[src/rtl/spi_target_pkg.sv]
// Shared constants and types for the SPI target endpoint: register map, STATUS bit
// positions, CONTROL field positions and the frame FSM state type.
package spi_target_pkg;

   localparam logic [1:0] ADDR_DATA    = 2'd0;
   localparam logic [1:0] ADDR_STATUS  = 2'd1;
   localparam logic [1:0] ADDR_CONTROL = 2'd2;
   localparam logic [1:0] ADDR_LEVEL   = 2'd3;

   localparam int unsigned ST_RXFE  = 0;
   localparam int unsigned ST_RXFF  = 1;
   localparam int unsigned ST_RXFO  = 2;
   localparam int unsigned ST_TXF   = 3;
   localparam int unsigned ST_TXU   = 4;
   localparam int unsigned ST_ABORT = 5;
   localparam int unsigned ST_BUSY  = 6;

   localparam int unsigned CTRL_WLEN_LSB = 0;
   localparam int unsigned CTRL_WLEN_MSB = 4;
   localparam int unsigned CTRL_EN       = 15;
   localparam int unsigned CTRL_IRQ_EN   = 16;

   typedef enum logic {IDLE, SHIFT} state_t;

endpackage

[src/rtl/spi_target_if.sv]
// Avalon-MM register bus plus SPI pins of the SPI target; the CPU/controller side
// uses the master modport, the endpoint uses the slave modport.
interface spi_target_if;
   logic [1:0]  address;
   logic [3:0]  byteenable;
   logic        chipselect;
   logic        read;
   logic        write;
   logic [31:0] writedata;
   logic [31:0] readdata;
   logic        sclk;
   logic        mosi;
   logic        cs_n;
   logic        miso;

   modport master (
      output address, byteenable, chipselect, read, write, writedata, sclk, mosi, cs_n,
      input  readdata, miso
   );

   modport slave (
      input  address, byteenable, chipselect, read, write, writedata, sclk, mosi, cs_n,
      output readdata, miso
   );
endinterface

[src/rtl/spi_target_rx_fifo.sv]
// Synchronous RX FIFO for the SPI target; a push into a full FIFO is accepted only
// when a pop happens on the same clock.
module spi_target_rx_fifo #(
   parameter int unsigned DEPTH = 16,
   parameter int unsigned WIDTH = 32,
   localparam int unsigned PTR_W = $clog2(DEPTH) + 1
) (
   input  logic             clk,
   input  logic             reset,
   input  logic             push,
   input  logic             pop,
   input  logic [WIDTH-1:0] wdata,
   output logic [WIDTH-1:0] rdata,
   output logic             full,
   output logic             empty,
   output logic [PTR_W-1:0] level
);
   localparam int unsigned AW = $clog2(DEPTH);

   logic [WIDTH-1:0] mem [DEPTH];
   logic [AW-1:0]    wr_ptr_q, rd_ptr_q;
   logic [PTR_W-1:0] cnt_q;
   logic             do_push, do_pop;

   assign empty   = (cnt_q == '0);
   assign full    = (cnt_q == PTR_W'(DEPTH));
   assign level   = cnt_q;
   assign do_pop  = pop & ~empty;
   assign do_push = push & (~full | do_pop);
   assign rdata   = empty ? '0 : mem[rd_ptr_q];

   always_ff @(posedge clk) begin
      if (!reset) begin
         wr_ptr_q <= '0;
         rd_ptr_q <= '0;
         cnt_q    <= '0;
      end else begin
         if (do_push) wr_ptr_q <= wr_ptr_q + 1'b1;
         if (do_pop)  rd_ptr_q <= rd_ptr_q + 1'b1;
         cnt_q <= cnt_q + PTR_W'(do_push) - PTR_W'(do_pop);
      end
   end

   always_ff @(posedge clk) begin
      if (do_push) mem[wr_ptr_q] <= wdata;
   end
endmodule

[src/rtl/spi_target.sv]
// SPI mode-0 target endpoint with Avalon-MM register aperture and RX FIFO.
// Define SPI_TARGET_IRQ_EN to add the registered irq output and CONTROL.IRQ_EN.
module spi_target
   import spi_target_pkg::*;
#(
   parameter int unsigned RX_DEPTH = 16,
   parameter int unsigned DATA_W   = 32
) (
   input  logic         clk,
   input  logic         reset,
   spi_target_if.slave  bus
`ifdef SPI_TARGET_IRQ_EN
   ,
   output logic         irq
`endif
);
   localparam int unsigned PTR_W = $clog2(RX_DEPTH) + 1;

   logic [1:0] sclk_sync_q, mosi_sync_q, cs_sync_q;
   logic       sclk_dly_q, cs_dly_q;
   logic       sclk_rise, sclk_fall, cs_fall, cs_rise;

   state_t            state_q, state_d;
   logic [4:0]        wlen_q, wlen_d, ctrl_wlen_q, ctrl_wlen_d;
   logic [5:0]        cnt_q, cnt_d;
   logic [DATA_W-1:0] in_sh_q, in_sh_d, in_next, out_sh_q, out_sh_d, tx_hold_q, tx_hold_d;
   logic              miso_q, miso_d, txf_q, txf_d, txu_q, txu_d, rxfo_q, rxfo_d;
   logic              abort_q, abort_d, ctrl_en_q, ctrl_en_d, rd_dly_q, ctrl_irq_en;
   logic              rd_sel, wr_sel, rd_data, pop, push, word_start;
   logic [4:0]        bit_idx;
   logic [6:0]        status;
   logic [DATA_W-1:0] fifo_rdata;
   logic              fifo_full, fifo_empty;
   logic [PTR_W-1:0]  fifo_level;

   assign sclk_rise = sclk_sync_q[1] & ~sclk_dly_q;
   assign sclk_fall = ~sclk_sync_q[1] & sclk_dly_q;
   assign cs_fall   = ~cs_sync_q[1] & cs_dly_q;
   assign cs_rise   = cs_sync_q[1] & ~cs_dly_q;

   assign rd_sel  = bus.chipselect & bus.read;
   assign wr_sel  = bus.chipselect & bus.write;
   assign rd_data = rd_sel & (bus.address == ADDR_DATA);
   // One pop per read access, taken on the first cycle of the strobe.
   assign pop     = rd_data & ~rd_dly_q;
   assign in_next = {in_sh_q[DATA_W-2:0], mosi_sync_q[1]};
   assign bit_idx = 5'(cnt_q - 6'd1);
   assign bus.miso = miso_q;

   spi_target_rx_fifo #(
      .DEPTH (RX_DEPTH),
      .WIDTH (DATA_W)
   ) u_rx_fifo (
      .clk   (clk),
      .reset (reset),
      .push  (push),
      .pop   (pop),
      .wdata (in_next),
      .rdata (fifo_rdata),
      .full  (fifo_full),
      .empty (fifo_empty),
      .level (fifo_level)
   );

   always_comb begin
      state_d     = state_q;
      wlen_d      = wlen_q;
      cnt_d       = cnt_q;
      in_sh_d     = in_sh_q;
      out_sh_d    = out_sh_q;
      tx_hold_d   = tx_hold_q;
      miso_d      = miso_q;
      txf_d       = txf_q;
      txu_d       = txu_q;
      rxfo_d      = rxfo_q;
      abort_d     = abort_q;
      ctrl_wlen_d = ctrl_wlen_q;
      ctrl_en_d   = ctrl_en_q;
      push        = 1'b0;
      word_start  = 1'b0;

      if (wr_sel && bus.address == ADDR_STATUS) begin
         if (bus.writedata[ST_RXFO])  rxfo_d  = 1'b0;
         if (bus.writedata[ST_TXU])   txu_d   = 1'b0;
         if (bus.writedata[ST_ABORT]) abort_d = 1'b0;
      end

      case (state_q)
         IDLE: begin
            miso_d = 1'b0;
            if (ctrl_en_q && cs_fall) begin
               state_d    = SHIFT;
               word_start = 1'b1;
            end
         end
         SHIFT: begin
            if (!ctrl_en_q) begin
               state_d = IDLE;
               miso_d  = 1'b0;
            end else if (cs_rise) begin
               state_d = IDLE;
               miso_d  = 1'b0;
               if (cnt_q != ({1'b0, wlen_q} + 6'd1)) abort_d = 1'b1;
            end else if (sclk_rise) begin
               in_sh_d = in_next;
               cnt_d   = cnt_q - 6'd1;
               if (cnt_q == 6'd1) begin
                  push       = 1'b1;
                  word_start = 1'b1;
                  if (fifo_full && !pop) rxfo_d = 1'b1;
               end
            end else if (sclk_fall && cnt_q != 6'd0) begin
               miso_d = out_sh_q[bit_idx];
            end
         end
         default: state_d = IDLE;
      endcase

      if (word_start) begin
         wlen_d  = ctrl_wlen_q;
         cnt_d   = {1'b0, ctrl_wlen_q} + 6'd1;
         in_sh_d = '0;
         if (txf_q) begin
            out_sh_d = tx_hold_q;
            txf_d    = 1'b0;
         end else begin
            out_sh_d = '0;
            txu_d    = 1'b1;
         end
         miso_d = out_sh_d[ctrl_wlen_q];
      end

      // A CPU write in the same cycle as a word-start copy refills the holding register.
      if (wr_sel && bus.address == ADDR_DATA) begin
         tx_hold_d = bus.writedata;
         txf_d     = 1'b1;
      end
      if (wr_sel && bus.address == ADDR_CONTROL) begin
         ctrl_wlen_d = bus.writedata[CTRL_WLEN_MSB:CTRL_WLEN_LSB];
         ctrl_en_d   = bus.writedata[CTRL_EN];
      end
   end

   always_ff @(posedge clk) begin
      if (!reset) begin
         sclk_sync_q <= '0;
         mosi_sync_q <= '0;
         cs_sync_q   <= '1;
         sclk_dly_q  <= 1'b0;
         cs_dly_q    <= 1'b1;
         state_q     <= IDLE;
         wlen_q      <= '0;
         cnt_q       <= '0;
         in_sh_q     <= '0;
         out_sh_q    <= '0;
         tx_hold_q   <= '0;
         miso_q      <= 1'b0;
         txf_q       <= 1'b0;
         txu_q       <= 1'b0;
         rxfo_q      <= 1'b0;
         abort_q     <= 1'b0;
         ctrl_wlen_q <= '0;
         ctrl_en_q   <= 1'b0;
         rd_dly_q    <= 1'b0;
      end else begin
         sclk_sync_q <= {sclk_sync_q[0], bus.sclk};
         mosi_sync_q <= {mosi_sync_q[0], bus.mosi};
         cs_sync_q   <= {cs_sync_q[0], bus.cs_n};
         sclk_dly_q  <= sclk_sync_q[1];
         cs_dly_q    <= cs_sync_q[1];
         state_q     <= state_d;
         wlen_q      <= wlen_d;
         cnt_q       <= cnt_d;
         in_sh_q     <= in_sh_d;
         out_sh_q    <= out_sh_d;
         tx_hold_q   <= tx_hold_d;
         miso_q      <= miso_d;
         txf_q       <= txf_d;
         txu_q       <= txu_d;
         rxfo_q      <= rxfo_d;
         abort_q     <= abort_d;
         ctrl_wlen_q <= ctrl_wlen_d;
         ctrl_en_q   <= ctrl_en_d;
         rd_dly_q    <= rd_data;
      end
   end

`ifdef SPI_TARGET_IRQ_EN
   logic irq_q;
   always_ff @(posedge clk) begin
      if (!reset) begin
         ctrl_irq_en <= 1'b0;
         irq_q       <= 1'b0;
      end else begin
         if (wr_sel && bus.address == ADDR_CONTROL) ctrl_irq_en <= bus.writedata[CTRL_IRQ_EN];
         irq_q <= ctrl_irq_en & (~fifo_empty | rxfo_q | txu_q | abort_q);
      end
   end
   assign irq = irq_q;
`else
   assign ctrl_irq_en = 1'b0;
`endif

   always_comb begin
      status           = '0;
      status[ST_RXFE]  = fifo_empty;
      status[ST_RXFF]  = fifo_full;
      status[ST_RXFO]  = rxfo_q;
      status[ST_TXF]   = txf_q;
      status[ST_TXU]   = txu_q;
      status[ST_ABORT] = abort_q;
      status[ST_BUSY]  = (state_q == SHIFT);
   end

   always_comb begin
      bus.readdata = '0;
      if (rd_sel) begin
         case (bus.address)
            ADDR_DATA:    bus.readdata = fifo_rdata;
            ADDR_STATUS:  bus.readdata = 32'(status);
            ADDR_CONTROL: begin
               bus.readdata[CTRL_WLEN_MSB:CTRL_WLEN_LSB] = ctrl_wlen_q;
               bus.readdata[CTRL_EN]                     = ctrl_en_q;
               bus.readdata[CTRL_IRQ_EN]                 = ctrl_irq_en;
            end
            default:      bus.readdata = 32'(fifo_level);
         endcase
      end
   end
endmodule

[src/flat_wrapper.sv]
// flat-port wrapper written by rule: the top's interface ports become plain ports
module spi_target_flat import spi_target_pkg::*;
#(
   parameter int unsigned RX_DEPTH = 16,
   parameter int unsigned DATA_W   = 32
)
  (clk, reset, bus_address, bus_byteenable, bus_chipselect, bus_read, bus_write, bus_writedata, bus_sclk, bus_mosi, bus_cs_n, bus_readdata, bus_miso);
  spi_target_if bus_i ();
  input  logic clk;
  input  logic reset;
  input wire logic [$bits(bus_i.address)-1:0] bus_address;
  input wire logic [$bits(bus_i.byteenable)-1:0] bus_byteenable;
  input wire logic [$bits(bus_i.chipselect)-1:0] bus_chipselect;
  input wire logic [$bits(bus_i.read)-1:0] bus_read;
  input wire logic [$bits(bus_i.write)-1:0] bus_write;
  input wire logic [$bits(bus_i.writedata)-1:0] bus_writedata;
  input wire logic [$bits(bus_i.sclk)-1:0] bus_sclk;
  input wire logic [$bits(bus_i.mosi)-1:0] bus_mosi;
  input wire logic [$bits(bus_i.cs_n)-1:0] bus_cs_n;
  output wire logic [$bits(bus_i.readdata)-1:0] bus_readdata;
  output wire logic [$bits(bus_i.miso)-1:0] bus_miso;
  assign bus_i.address = bus_address;
  assign bus_i.byteenable = bus_byteenable;
  assign bus_i.chipselect = bus_chipselect;
  assign bus_i.read = bus_read;
  assign bus_i.write = bus_write;
  assign bus_i.writedata = bus_writedata;
  assign bus_i.sclk = bus_sclk;
  assign bus_i.mosi = bus_mosi;
  assign bus_i.cs_n = bus_cs_n;
  assign bus_readdata = bus_i.readdata;
  assign bus_miso = bus_i.miso;
  spi_target #(.RX_DEPTH(RX_DEPTH), .DATA_W(DATA_W)) u_core (.clk(clk), .reset(reset), .bus(bus_i));
endmodule
[config.mk]
export PLATFORM = sky130hd
export DESIGN_NAME = spi_target_flat
export DESIGN_NICKNAME = d
export VERILOG_FILES = /design/src/rtl/spi_target_pkg.sv /design/src/rtl/spi_target_if.sv /design/src/rtl/spi_target_rx_fifo.sv /design/src/rtl/spi_target.sv /design/src/flat_wrapper.sv
export SDC_FILE = /design/constraint.sdc
export NUM_CORES = 1
export LEC_CHECK = 0
export CAP_MARGIN = 30
export CORE_MARGIN = 3
export CORE_UTILIZATION = 55
export CTS_BUF_LIST = sky130_fd_sc_hd__clkbuf_16
export DETAILED_ROUTE_END_ITERATION = 8
export GPL_TIMING_DRIVEN = 1
export HOLD_SLACK_MARGIN = 0.08
export PLACE_DENSITY = 0.82
export SYNTH_ARGS = -nofsm -noshare
export SYNTH_HDL_FRONTEND = slang
export SYNTH_HIERARCHICAL = 1
export SYNTH_SLANG_ARGS = --single-unit
[constraint.sdc]
create_clock -name clk -period 8.26 [get_ports clk]
set_input_delay 1.652 -clock clk [delete_from_list [all_inputs] [get_ports clk]]
set_output_delay 1.652 -clock clk [all_outputs]
set_load 0.1 [all_outputs]
==> results.toml <==
[clock_network]
post_cts_resized = 0
clock-root-buffer = "clkbuf_16"
clock-sinks = 656
cts_buffer_depth = 3
tritoncts = "done"
htreeDepth = 3
clk_pin_slew_worst_paths_ps = 50
post_cts_buffers = 0
cts_buffers = 66
clock_latency_ps = 620
cts_hold_buf = 0

[setup_path]
cp_data_required_time_ps = 6610
cp-start-kind = "input port"
cp.arrival_ps = 5000
end_kind = "output pin"
r2r_cells = 13
r2r_end = "u_core/u_rx_fifo/level[4]"
critical_path.max_fanout = 18
r2r_start = "u_core/cnt_q[0]"
crit_type = "input port to output pin"
worst-r2r-setup-slack_ps = 4480

[drt]
drt_wl_total_um = 58700
drcViolationCount = 0
viasPerCell = 6.28
antenna_left = 0
via_count = 14700
wl_per_cell_um = 25.2
drtPass1Iterations = 6
dr.first_iter.drc_count = 1674

[sta]
fin_skew_ps = 19.2
finalCritPeriodShare_pct = 80.5
setup_viol = 0
hold_viol = 0
rsz0062_at_grt = "false"
slew_viol_final = 0
fmax_mhz = 150
worst_slew_pin_slew_ps = 1010
fin_tns_setup_ps = 0
min_period_ps = 6650
relSlewSlack_pct = 32.6

[hold_path]
worstHoldPathType = "register to register"
min_from = "u_core/cs_sync_q[0]"
hold_path_depth = 1
hold_end = "u_core/cs_sync_q[1]"

[synthesis]
synth_top_area_share_pct = 58.5
syn-cell-area_mm2 = 0.0263
syn_nets = 1655
ys.flop_type = "edfxtp_1"
yosysUniqueCellTypes = 58
synth_area_leaders = "edfxtp_1, mux4_2, dfxtp_1"
ys_seq_area_share_pct = 69.5
syn_area_per_cell_um2 = 16.5
synth_edf_count = 512
synth_warnings = 6
synth_cells = 1592
yosys.area.top_type = "edfxtp_1"
async_reset_ff_share_pct = 0
synth_most_common_cell = "edfxtp_1"
ys_ff_latch = 656
synthTopCellsByCount = "edfxtp_1, nand2_1, mux4_2"

[floorplanning]
die_height_um = 225
die_w_um = 225
initial_core_util_pct = 56.1
dieArea_mm2 = 0.0505
io-pin-count = 79
core_area_mm2 = 0.0469
rows = 79

[pwr]
cellPowerDensity_mw_per_mm2 = 228
p_leak_nw = 9.96
design_power_total_mw = 6.80
ir_drop_uv = 200

[place]
dp_hpwl_um = 31300
gp_congestion = 0.803
numPortBuffers = 74

[final_layout]
fill_cells = 3123
syn2layout_area_growth_pct = 13.4
regArea_mm2 = 0.0183
drive_gt1_share_pct = 17.7
fin_nets = 1733
fin_util_pct = 63.6
multi_input_area_mm2 = 0.00760

[global_routing]
grt_max_degree = 61
overflow = 0
grt_usage_pct = 23.8
grt_pass1_vias = 15100
antenna_found_initial = 1
grt_first_pass_wirelength_um = 89900

[status]
status = "completed"

[flow_run]
cap_violations = 0
[per-stage QoR]
step                instances  setup slack (ps)  hold slack, ps  instance area (um^2)
CTS                      2329              1560             427                 29800
floorplan                1592              2200             386                 26300
detailed placement       2207              1620             408                 27800
global placement         2203              1750             405                 27700
global route             2331              1430             460                 29800
finish                   2332              1610             424                 29800
[routing by layer]
metal | GRT usage, % | routed length, um | vias to the layer above
li1 | - | - | 6308
met4 | 8.96 | 1930 | 0
met5 | 0 | 0 | -
met2 | 38.5 | 29100 | 695
met3 | 5.65 | 5230 | 137
met1 | 31.9 | 22400 | 7513
[state kept, by name (all words and copies together) (netlist names), 2 cells and up, named ones only]
name,cells
u_core/sclk_sync_q,2
u_core/ctrl_wlen_q,5
u_core/wlen_q,5
u_core/u_rx_fifo/rd_ptr_q,4
u_core/tx_hold_q,32
u_core/in_sh_q,31
u_core/cs_sync_q,2
u_core/u_rx_fifo/level,5
u_core/cnt_q,6
u_core/mosi_sync_q,2
u_core/out_sh_q,32
u_core/u_rx_fifo/mem,512
u_core/u_rx_fifo/wr_ptr_q,4
[how the worst max path moves through the flow]
| stage | start | end | cells after the start |
|---|---|---|---|
| 5_1_grt | bus_chipselect | bus_readdata[25] | 6 |
| 4_1_cts | bus_chipselect | bus_readdata[25] | 6 |
| 3_5_place_dp | bus_chipselect | bus_readdata[25] | 6 |
| 2_1_floorplan | bus_address[1] | bus_readdata[15] | 4 |
| 3_3_place_gp | bus_chipselect | bus_readdata[18] | 6 |
| 6_report | bus_chipselect | bus_readdata[25] | 6 |
[placed cells by master, fill, tap and decap left out, types with 34 or more instances in the layout]
cell type	instances
nand2_1	209
buf_4	34
mux2i_1	39
and2_1	41
edfxtp_1	512
mux4_2	146
a21oi_1	37
nand3_1	53
clkdlybuf4s50_1	73
nor3_1	37
a21boi_1	73
inv_1	36
clkbuf_16	66
dfxtp_1	141
[logic make-up (layout without fill, tap and decap cells)]
kind of cell    after synthesis  in the layout  synth area share [%]
other cells                   0              1                     0
fa+ha+maj                    17             17                 0.838
xor+xnor                     21             21                 0.700
compound gates              175            175                  4.96
mux                         191            191                  14.5
buf+inv                     119            251                  2.18
simple gates                413            413                  7.39
flops                       656            656                  69.5
[power by group]
part | internal (mW) | switching [mW] | leakage [nW]
clock network | 1.51 | 1.25 | 1.06
logic | 0.200 | 0.299 | 2.46
registers | 3.52 | 0.0200 | 6.44
total | 5.23 | 1.57 | 9.96
[worst max-delay path: stages]
cell and delay (ps):
clkdlybuf4s50_1 480, nand2_1 260, nor3_2 810, buf_4 420
and2_1 200, clkdlybuf4s50_1 1160
[layout make-up]
type	instances	area share, %
Sequential cell	656	61.3
Multi-Input combinational cell	817	25.5
Clock buffer	66	5.54
Timing Repair Buffer	114	3.78
Tap cell	607	2.55
Clock inverter	56	1.16
Inverter	15	0.189
Antenna cell	1	0.00840
Note: power is estimated with default switching activity, not from simulation.
